### src/rtl/neuron_step_scheduler.sv
// Time-multiplexes one shared Q3.12 neuron-update datapath across N_NEURONS neurons.
// Holds per-neuron v/w/current, sweeps neurons in index order, and emits threshold-crossing spikes.
module neuron_step_scheduler #(
    parameter int             N_NEURONS = 8,
    parameter int             IDX_W     = 3,
    parameter int             W         = 16,
    parameter logic [W-1:0]   V_INIT    = 16'hECE1,
    parameter logic [W-1:0]   W_INIT    = 16'hF600,
    parameter logic [W-1:0]   SPIKE_TH  = 16'h1000
) (
    input  logic             clk,
    input  logic             rst,
    input  logic             start,
    output logic             busy,
    output logic             done,
    output logic [15:0]      step_count,
    input  logic             cur_we,
    input  logic [IDX_W-1:0] cur_addr,
    input  logic [W-1:0]     cur_data,
    output logic             dp_req,
    output logic [IDX_W-1:0] dp_idx,
    output logic [W-1:0]     dp_v,
    output logic [W-1:0]     dp_w,
    output logic [W-1:0]     dp_i,
    input  logic             dp_ack,
    input  logic [W-1:0]     dp_v_next,
    input  logic [W-1:0]     dp_w_next,
    output logic             spk_valid,
    output logic [IDX_W-1:0] spk_idx,
    input  logic             spk_ready,
    input  logic [IDX_W-1:0] rd_idx,
    output logic [W-1:0]     rd_v,
    output logic [W-1:0]     rd_w
);

    // Handshakes: dp_req/dp_ack transfer when both are high at a rising edge, and the
    // operands are held stable until then; spk_valid/spk_ready likewise, with spk_idx held.
    typedef enum logic [2:0] {S_IDLE, S_ISSUE, S_WB, S_SPIKE, S_DONE} state_t;

    state_t           state_q, state_d;
    logic [IDX_W-1:0] idx_q, idx_d;
    logic [W-1:0]     v_mem_q [N_NEURONS];
    logic [W-1:0]     w_mem_q [N_NEURONS];
    logic [W-1:0]     i_mem_q [N_NEURONS];
    logic [W-1:0]     dp_v_q, dp_w_q, dp_i_q;
    logic [W-1:0]     vn_q, wn_q;
    logic [15:0]      step_q;

    logic load, capture, wb_en, last, spike;

    assign last  = (idx_q == IDX_W'(N_NEURONS - 1));
    // dp_v_q still holds the pre-update v of the neuron being written back.
    assign spike = ($signed(dp_v_q) < $signed(SPIKE_TH)) && ($signed(vn_q) >= $signed(SPIKE_TH));

    always_comb begin
        state_d = state_q;
        idx_d   = idx_q;
        load    = 1'b0;
        capture = 1'b0;
        wb_en   = 1'b0;
        case (state_q)
            S_IDLE: begin
                if (start) begin
                    state_d = S_ISSUE;
                    idx_d   = '0;
                    load    = 1'b1;
                end
            end
            S_ISSUE: begin
                if (dp_ack) begin
                    capture = 1'b1;
                    state_d = S_WB;
                end
            end
            S_WB: begin
                wb_en = 1'b1;
                if (spike) begin
                    state_d = S_SPIKE;
                end else if (last) begin
                    state_d = S_DONE;
                end else begin
                    state_d = S_ISSUE;
                    idx_d   = idx_q + IDX_W'(1);
                    load    = 1'b1;
                end
            end
            S_SPIKE: begin
                if (spk_ready) begin
                    if (last) begin
                        state_d = S_DONE;
                    end else begin
                        state_d = S_ISSUE;
                        idx_d   = idx_q + IDX_W'(1);
                        load    = 1'b1;
                    end
                end
            end
            S_DONE:  state_d = S_IDLE;
            default: state_d = S_IDLE;
        endcase
    end

    always_ff @(posedge clk or posedge rst) begin
        if (rst) begin
            state_q <= S_IDLE;
            idx_q   <= '0;
            dp_v_q  <= '0;
            dp_w_q  <= '0;
            dp_i_q  <= '0;
            vn_q    <= '0;
            wn_q    <= '0;
            step_q  <= '0;
        end else begin
            state_q <= state_d;
            idx_q   <= idx_d;
            if (load) begin
                dp_v_q <= v_mem_q[idx_d];
                dp_w_q <= w_mem_q[idx_d];
                dp_i_q <= i_mem_q[idx_d];
            end
            if (capture) begin
                vn_q <= dp_v_next;
                wn_q <= dp_w_next;
            end
            if (state_q == S_DONE) begin
                step_q <= step_q + 16'd1;
            end
        end
    end

    always_ff @(posedge clk or posedge rst) begin
        if (rst) begin
            for (int n = 0; n < N_NEURONS; n++) begin
                v_mem_q[n] <= V_INIT;
                w_mem_q[n] <= W_INIT;
                i_mem_q[n] <= '0;
            end
        end else begin
            if (wb_en) begin
                v_mem_q[idx_q] <= vn_q;
                w_mem_q[idx_q] <= wn_q;
            end
            if (cur_we && (int'(cur_addr) < N_NEURONS)) begin
                i_mem_q[cur_addr] <= cur_data;
            end
        end
    end

    assign busy       = (state_q == S_ISSUE) || (state_q == S_WB) || (state_q == S_SPIKE);
    assign done       = (state_q == S_DONE);
    assign step_count = step_q;
    assign dp_req     = (state_q == S_ISSUE);
    assign dp_idx     = idx_q;
    assign dp_v       = dp_v_q;
    assign dp_w       = dp_w_q;
    assign dp_i       = dp_i_q;
    assign spk_valid  = (state_q == S_SPIKE);
    assign spk_idx    = idx_q;
    assign rd_v       = (int'(rd_idx) < N_NEURONS) ? v_mem_q[rd_idx] : '0;
    assign rd_w       = (int'(rd_idx) < N_NEURONS) ? w_mem_q[rd_idx] : '0;

endmodule

### config.mk
export PLATFORM = sky130hd
export DESIGN_NAME = neuron_step_scheduler
export DESIGN_NICKNAME = d
export VERILOG_FILES = /design/src/rtl/neuron_step_scheduler.sv
export SDC_FILE = /design/constraint.sdc
export NUM_CORES = 1
export LEC_CHECK = 0
export ABC_AREA = 1
export ABC_CLOCK_PERIOD_IN_PS = 17100
export BUFFER_PORTS_ARGS = -buffer_cell sky130_fd_sc_hd__buf_2
export CORE_MARGIN = 5
export CORE_UTILIZATION = 60
export CTS_BUF_LIST = sky130_fd_sc_hd__clkbuf_4
export CTS_CLUSTER_DIAMETER = 120
export CTS_CLUSTER_SIZE = 30
export DETAILED_ROUTE_END_ITERATION = 8
export GPL_TIMING_DRIVEN = 0
export PLACE_DENSITY = 0.76
export SETUP_SLACK_MARGIN = 0.02
export SYNTH_ARGS = -nofsm -noshare
export SYNTH_HDL_FRONTEND = slang
export SYNTH_SLANG_ARGS = --single-unit
### constraint.sdc
create_clock -name clk -period 17.1 [get_ports clk]
set_input_delay 2.565 -clock clk [delete_from_list [all_inputs] [get_ports clk]]
set_output_delay 2.565 -clock clk [all_outputs]
set_load 0.005 [all_outputs]
-- Word level (Yosys, flattened, before mapping)
Index checks and enable logic that the tools add are counted.
- add/sub/neg operators: 2
- magnitude comparators: 8
- equal/unequal tests: 8
- mux-type cells: 41
- bitwise gates (word level): 4
- reduce and logical (&&, ||, !) cells: 7
- operator list (cell ; count):
    $bwmux W128 ; 3
    $bmux W16 S3 ; 5
    $mux W16 ; 12
    $demux W16 S3 ; 2
    $mux W3 ; 9
    $add A16 B1 Y16 const B ; 1
    $ge A16 B14 Y1 const B ; 1
    $ge A4 B4 Y1 const B ; 4
    $lt A16 B14 Y1 const B ; 1
    $not A3 Y4 ; 4
    $pmux W3 S4 ; 1
    $pmux W3 S3 ; 1
    $lt A4 B1 Y1 const B ; 2
    $mux W1 ; 7
    $eq A3 B2 Y1 const B ; 2
    $eq A3 B3 Y1 const B ; 2
    $ne A2 B1 Y1 const B ; 2
    $add A3 B1 Y3 const B ; 1
    $eq A3 B1 Y1 const B ; 1
    $logic_and A1 B1 Y1 ; 3
    $logic_not A3 Y1 ; 1
    $pmux W1 S3 ; 1
    $reduce_and A3 Y1 ; 1
    $logic_or A1 B1 Y1 ; 2
    $ne A2 B2 Y1 const B ; 1
- bits in registers: 486
- input bits: 60
- output and inout port bits: 106
- logic and storage cells: 102

-- Longest topological paths before layout
Gate-level depths: netlist of the first run.
- word-level depth: 8
- depth in mapped cells: 15
- mapped depth without buffers: 13

-- Worst setup path after synthesis of the first run
OpenSTA, ideal clock, no wires.
- kind: in2out
- start: in rd_idx[0]
- end: out rd_v[10]
- arrival: 3761 ps
- required time: 14535 ps
- slack: 10774 ps
- stages: 6
- path buffers: 3
- cell sequence: clkbuf_1 clkbuf_1 clkbuf_1 o21ai_0 a221oi_1 a31oi_1
- longest elaborated chain between the ends: 4
- ends and longest elaborated chain (element ; line ; RTL):
    start, declared ; 31 ; input logic [IDX_W-1:0] rd_idx,
    $not A3 Y4 (not written as such) ; 159 ; assign rd_v = (int'(rd_idx) < N_NEURONS) ? v_mem_q[rd_idx] : '0;
    $bmux W16 S3 ; 159 ;
    $mux W16 (not written as such) (2 in series) ; 159 ;
    end, declared ; 32 ; output logic [W-1:0] rd_v,
Every way passes these cells. The select of a mux whose other input is x is not followed.

-- Worst setup path in the final report of the first run
- start: in rd_idx[1]
- end: out rd_v[14]
The elaborated chain is that of the path after synthesis.

==> results of run 1 <==
## worst paths after layout
kind | cells after the start | slack (ns) | start | end
max | 8 | 9.43 | rd_idx[1] | rd_v[14]
min | 2 | 0.50 | vn_q[11]$_DFFE_PP0P_ | v_mem_q[75]$_DFFE_PP1P_
max reg2reg | 14 | 14.05 | dp_idx[0]$_DFF_PP0_ | dp_v[15]$_DFFE_PP0P_
min reg2reg | 2 | 0.50 | vn_q[11]$_DFFE_PP0P_ | v_mem_q[75]$_DFFE_PP1P_
max in group asynchronous | 4 | 13.71 | rst | w_mem_q[108]$_DFFE_PP1P_
min in group asynchronous | 2 | 1.74 | rst | i_mem_q[38]$_DFFE_PP0P_
## flip-flops by register name (all words and copies together) (netlist names)
register	cells
i_mem_q	128
v_mem_q	128
w_mem_q	128
dp_i	16
dp_v	16
dp_w	16
step_count	16
vn_q	16
wn_q	16
dp_idx	3
state_q	3
## cell type report
| class | instances | area share, % |
|---|---|---|
| buffer | 236 | 3.954 |
| tap | 532 | 2.486 |
| inverter | 457 | 6.440 |
| clock buffer | 34 | 0.9534 |
| clock inverter | 2 | 0.2243 |
| antenna | 2 | 0.01870 |
| sequential | 486 | 45.99 |
| multi-input combinational | 2089 | 36.58 |
| timing repair buffer | 166 | 3.356 |
## power groups by stage
stage	Combinational (mW)	Clock (mW)	Sequential, mW
after detailed placement	2.90	0	1.95
after global routing	3.28	0.508	1.98
after floorplan	1.97	0	1.89
after CTS	2.91	0.464	1.92
after global placement	2.81	0	1.94
final	3.02	0.466	1.94
## stage by stage
stage	hold WS, ns	area [um^2]	TNS (ns)
2_1_floorplan	0.4444	24880	0
5_1_grt	0.5178	26770	0
6_report	0.5045	26770	0
3_3_place_gp	0.4532	26360	-1331.18
3_5_place_dp	0.4606	26450	0
4_1_cts	0.5130	26770	0
## worst max-delay path: cells and delay by family
family | cells | cell delay (ns)
buffers and inverters | 5 | 1.77
AO/OA/AOI/OAI | 3 | 0.78
## cell families after synthesis
family / Yosys count / synth area share [%]
adder cells (fa/ha/maj): 2 / 0.1006
AO/OA/AOI/OAI: 686 / 14.54
flip-flops: 486 / 49.49
AND/OR/NAND/NOR: 1387 / 24.22
buffers and inverters: 693 / 11.15
XOR/XNOR: 14 / 0.4929
## cell usage in the layout, fill, tap and decap left out, types with 33 or more instances in the layout
cell,instances
inv_1,445
nor2_1,48
dfrtp_1,366
o21ai_0,483
nand2_1,768
buf_2,238
dfstp_2,120
clkbuf_1,134
clkbuf_4,34
nand3_1,524
a21oi_1,128
a31oi_1,33
## layer usage
metal / global-route usage (%) / vias to the layer above / wire (um)
met4: 19.23 / 2 / 4991
li1: - / 10940 / -
met1: 48.61 / 11470 / 32230
met2: 57.69 / 1679 / 38420
met5: 0 / - / 13
met3: 10.61 / 360 / 11040
==> impl_metrics.ini, run 1 <==
[flow_run]
maxCapViolCount = 0

[final_layout]
stdcell_count = 4004
post-route-util_pct = 65.42
fillers = 3613
multi_input_area_mm2 = 0.009792
areaGrowthSynthToFinish_pct = 7.604
seq_area_mm2 = 0.01231
layout-drive-gt1-share_pct = 12.56
nets = 3518

[place]
placed_cells = 3966
pre_cts_ws_ns = 9.640
dpl.hpwl_mm = 61.55
gp_congestion = 0.9917
io_buffers = 163

[setup_path]
worstSetupPathType = primary input to output port
crit_slowest_cell = buf_1
crit_arrival_ns = 5.11
endpoint_kind = output port
max_stage_delay_ns = 0.47
critPathRequiredTime_ns = 14.53
crit_top_cell = clkbuf_1
startpoint_type = primary input
crit_chain = clkbuf_1 -> clkinv_1 -> clkbuf_1 -> buf_1 -> a21oi_1 -> o21ai_0 -> a31oi_1 -> buf_2
crit_path_max_fanout = 10

[power_and_ir_drop]
power.density_mw_per_mm2 = 202.4
peakVddDrop_uv = 118.8
swShare_pct = 49.93
seqPwrFrac_pct = 35.7
internal_power_mw = 2.713
power_mw = 5.418
pwr-share-comb_pct = 55.7
cellLeakagePower_nw = 13.13
clockPowerShare_pct = 8.6
p_sw_mw = 2.705

[route]
drc = 0
routed_wl_mm = 86.69
ant_nets = 0
wl_per_cell_um = 21.65
vias = 24450
drt_iter0_drc = 3297
drt_first_pass_iters = 9
vias_per_cell = 6.107

[global_routing]
grt_max_degree = 132
antenna_found_initial = 3
grt_pass1_wl_mm = 132.9
grt_overflow_total = 0
track_usage_pct = 37.37
first_global_vias = 23930

[floorplanning]
dieWidth_um = 213.6
core.rowCount = 74
fp.coreArea_mm2 = 0.04092
ios = 166
die-area_mm2 = 0.04564
die_h_um = 213.6
initial_core_util_pct = 60.79

[synth]
async_flop_share_pct = 100.0
synth.area.top_cells = dfrtp_1, dfstp_2, nand2_1
yosysTopAreaCell = dfrtp_1
synth_seq_cells = 486
synth_edf_count = 0
synth_top_area_share_pct = 36.81
synthDistinctLibCells = 38
syn_avg_cell_area_um2 = 7.613
synth_ff_type = dfrtp_1
syn_area_mm2 = 0.02488
synth_nets = 3330
yosysMostFrequentCell = nand2_1
yosysWarnings = 0
synthTopCellsByCount = nand2_1, nand3_1, o21ai_0, inv_1, dfrtp_1
netlist_instances = 3268
ys_seq_area_share_pct = 49.49

[timing]
worstMarginPinSlew_ns = 0.9239
drv_slew = 0
final_hold_viol_count = 0
min_period_over_period_pct = 44.86
grt_setup_unrepaired = no
setup_viol = 0
clock.fmax_mhz = 130.4
skew_ns = 0.08774
relSlewSlack_pct = 38.40
fin_ws_ns = 9.430
period_needed_ns = 7.670

[clock_network]
cts_tree = done
clk_pin_slew_ns = 0.33
clock_path_buffers = 3
post-cts-setup-buffers = 0
htreeDepth = 1
numCtsBuffers = 20
postCtsHoldBufs = 0
insertion_delay_ns = 0.93
clock-root-buffer = clkbuf_4
cts-resized-gates = 0
numClockSinks = 486

[status]
outcome = completed

[worst_hold_path]
min_path_type = flip-flop to flip-flop
(Power assumes the default switching activity.)
==> run 2, diff against run 1 <==
Settings changed: ABC_AREA 1 to 0, ABC_CLOCK_PERIOD_IN_PS 17100 to 6900, CORE_UTILIZATION 60 to 57.
Clock period 17.1 ns to 6.9 ns, I/O delays scaled along.
==> run 2 against run 1 <==
Effect of this change:
- synthesized area shrank 5.4%
- first-iteration DRC count shrank 57%
- clock-buffer cell count is the same
- sequential share of layout area grew 2.2 points
- routed wire length shrank 29%
- critical path depth shrank 3
- critical endpoint is now rd_w[3]
- clock power grew 130%
- critical path type unchanged
- clock skew shrank 0.0059 ns
==> impl_metrics.ini, run 2 <==
[clock_network]
cts-resized-gates = 0
cts_tree = done
numClockSinks = 486
clk_pin_slew_ns = 0.30
post-cts-setup-buffers = 0
htreeDepth = 1
postCtsHoldBufs = 0
clock-root-buffer = clkbuf_4
numCtsBuffers = 20
clock_path_buffers = 3
insertion_delay_ns = 0.83

[timing]
relSlewSlack_pct = 15.38
drv_slew = 0
clock.fmax_mhz = 214.5
setup_tns_ns = 0
worstMarginPinSlew_ns = 1.260
fin_ws_ns = 2.239
min_period_over_period_pct = 67.56
final_hold_viol_count = 0
worst_hold_slack_ns = 0.2228
grt_setup_unrepaired = no
skew_ns = 0.08184
setup_viol = 0
period_needed_ns = 4.661

[final_layout]
reg_top3 = i_mem_q x128, v_mem_q x128, w_mem_q x128
areaGrowthSynthToFinish_pct = 8.480
seq_area_mm2 = 0.01231
final_common_cell = mux2_2
mostFrequentLayoutCells = mux2_2, dfrtp_1, buf_2
nets = 1988
layout-drive-gt1-share_pct = 46.57
stdcell_count = 2472
fillers = 3106
final_cell_area_mm2 = 0.02553
post-route-util_pct = 62.52
multi_input_area_mm2 = 0.01014

[floorplanning]
dieWidth_um = 213.2
core.rowCount = 74
ios = 166
initial_core_util_pct = 57.63
die-area_mm2 = 0.04545
die_h_um = 213.2
fp.coreArea_mm2 = 0.04083

[synth]
async_flop_share_pct = 100.0
synth_edf_count = 0
synth.area.top_cells = dfrtp_1, mux2_2, dfstp_2
syn_area_mm2 = 0.02353
yosysWarnings = 0
synth_ff_type = dfrtp_1
ys_seq_area_share_pct = 52.32
synthTopCellsByCount = mux2_2, dfrtp_1, dfstp_2, mux4_2, clkbuf_1
yosysMostFrequentCell = mux2_2
synth_nets = 1795
yosysTopAreaCell = dfrtp_1
netlist_instances = 1733
synth_top_area_share_pct = 38.92
syn_avg_cell_area_um2 = 13.58
synthDistinctLibCells = 47
synth_seq_cells = 486

[global_routing]
first_global_vias = 16600
track_usage_pct = 27.27
antenna_found_initial = 1
grt_overflow_total = 0
grt_pass1_wl_mm = 96.19
grt_max_degree = 45

[power_and_ir_drop]
peakVddDrop_uv = 236.8
power_mw = 10.70
power.density_mw_per_mm2 = 419.2
cellLeakagePower_nw = 10.99

[route]
routed_wl_mm = 61.79
drt_iter0_drc = 1424
wl_per_cell_um = 25.00
vias = 15790
drt_first_pass_iters = 8
drc = 0
ant_nets = 0
vias_per_cell = 6.389

[setup_path]
r2r_end = dp_v[2]$_DFFE_PP0P_
crit_slowest_cell = buf_1
max_stage_delay_ns = 0.89
r2r_slack_ns = 3.20
crit_path_max_fanout = 10
endpoint_kind = output port
reg2regPathDepth = 8
critPathRequiredTime_ns = 5.86
startpoint_type = primary input
r2r_start = dp_v[14]$_DFFE_PP0P_
worstSetupPathType = primary input to output port
crit_chain = clkbuf_1 -> buf_1 -> mux4_2 -> mux2_2 -> buf_2
crit_arrival_ns = 3.63

[place]
dpl.hpwl_mm = 43.06
gp_congestion = 0.8979
io_buffers = 158
placed_cells = 2435
dpl-instance-area_mm2 = 0.02523
pre_cts_ws_ns = 2.220

[flow_run]
maxCapViolCount = 0

[status]
outcome = completed

[worst_hold_path]
min_path_type = primary input to async pin
run 2: cell type report:
cell class                      instances  share of cell area, %
Buffer                                159                  2.705
Antenna cell                            1               0.009802
Clock buffer                           34                 0.9999
Timing Repair Buffer                  171                  4.068
Inverter                              103                  1.529
Tap cell                              532                  2.607
Multi-Input combinational cell        985                  39.73
Sequential cell                       486                  48.23
Clock inverter                          1                 0.1176
run 2: logic make-up after synthesis:
group,Yosys count,synth area share [%]
multiplexers,540,31.22
AND/OR/NAND/NOR,245,5.051
AO/OA/AOI/OAI,183,6.173
buffers and inverters,262,4.578
XOR/XNOR,15,0.5583
flip-flops,486,52.32
adder cells (fa/ha/maj),2,0.1063
run 2: worst max-delay path: cells and delay by family:
family	cells	cell delay, ns
buffers and inverters	3	1.67
multiplexers	2	0.91
run 2: metal layers:
layer  vias up  share of wire [%]  global-route usage [%]
li1       6711                  -                       -
met1      8242                 40                   37.67
met2       711                 49                   44.72
met3       129                8.0                   4.996
met4         0                3.0                   8.355
met5         -                  0                       0
run 2: worst max path at each step:
stage / startpoint / end / cells after the start
after floorplan: rst / dp_i[0]$_DFFE_PP0P_ / 1
after global placement: rst / wn_q[12]$_DFFE_PP0P_ / 2
after detailed placement: rd_idx[0] / rd_w[2] / 5
after CTS: rd_idx[0] / rd_w[2] / 5
after global routing: rd_idx[0] / rd_w[3] / 5
final: rd_idx[0] / rd_w[3] / 5
run 2: power by group:
part           switching [mW]  leakage (nW)  total [mW]  internal (mW)
clock network           0.853         0.168        1.08          0.227
logic                    2.47          4.98        4.94           2.47
registers               0.650          5.85        4.68           4.03
total                    3.97          11.0        10.7           6.73
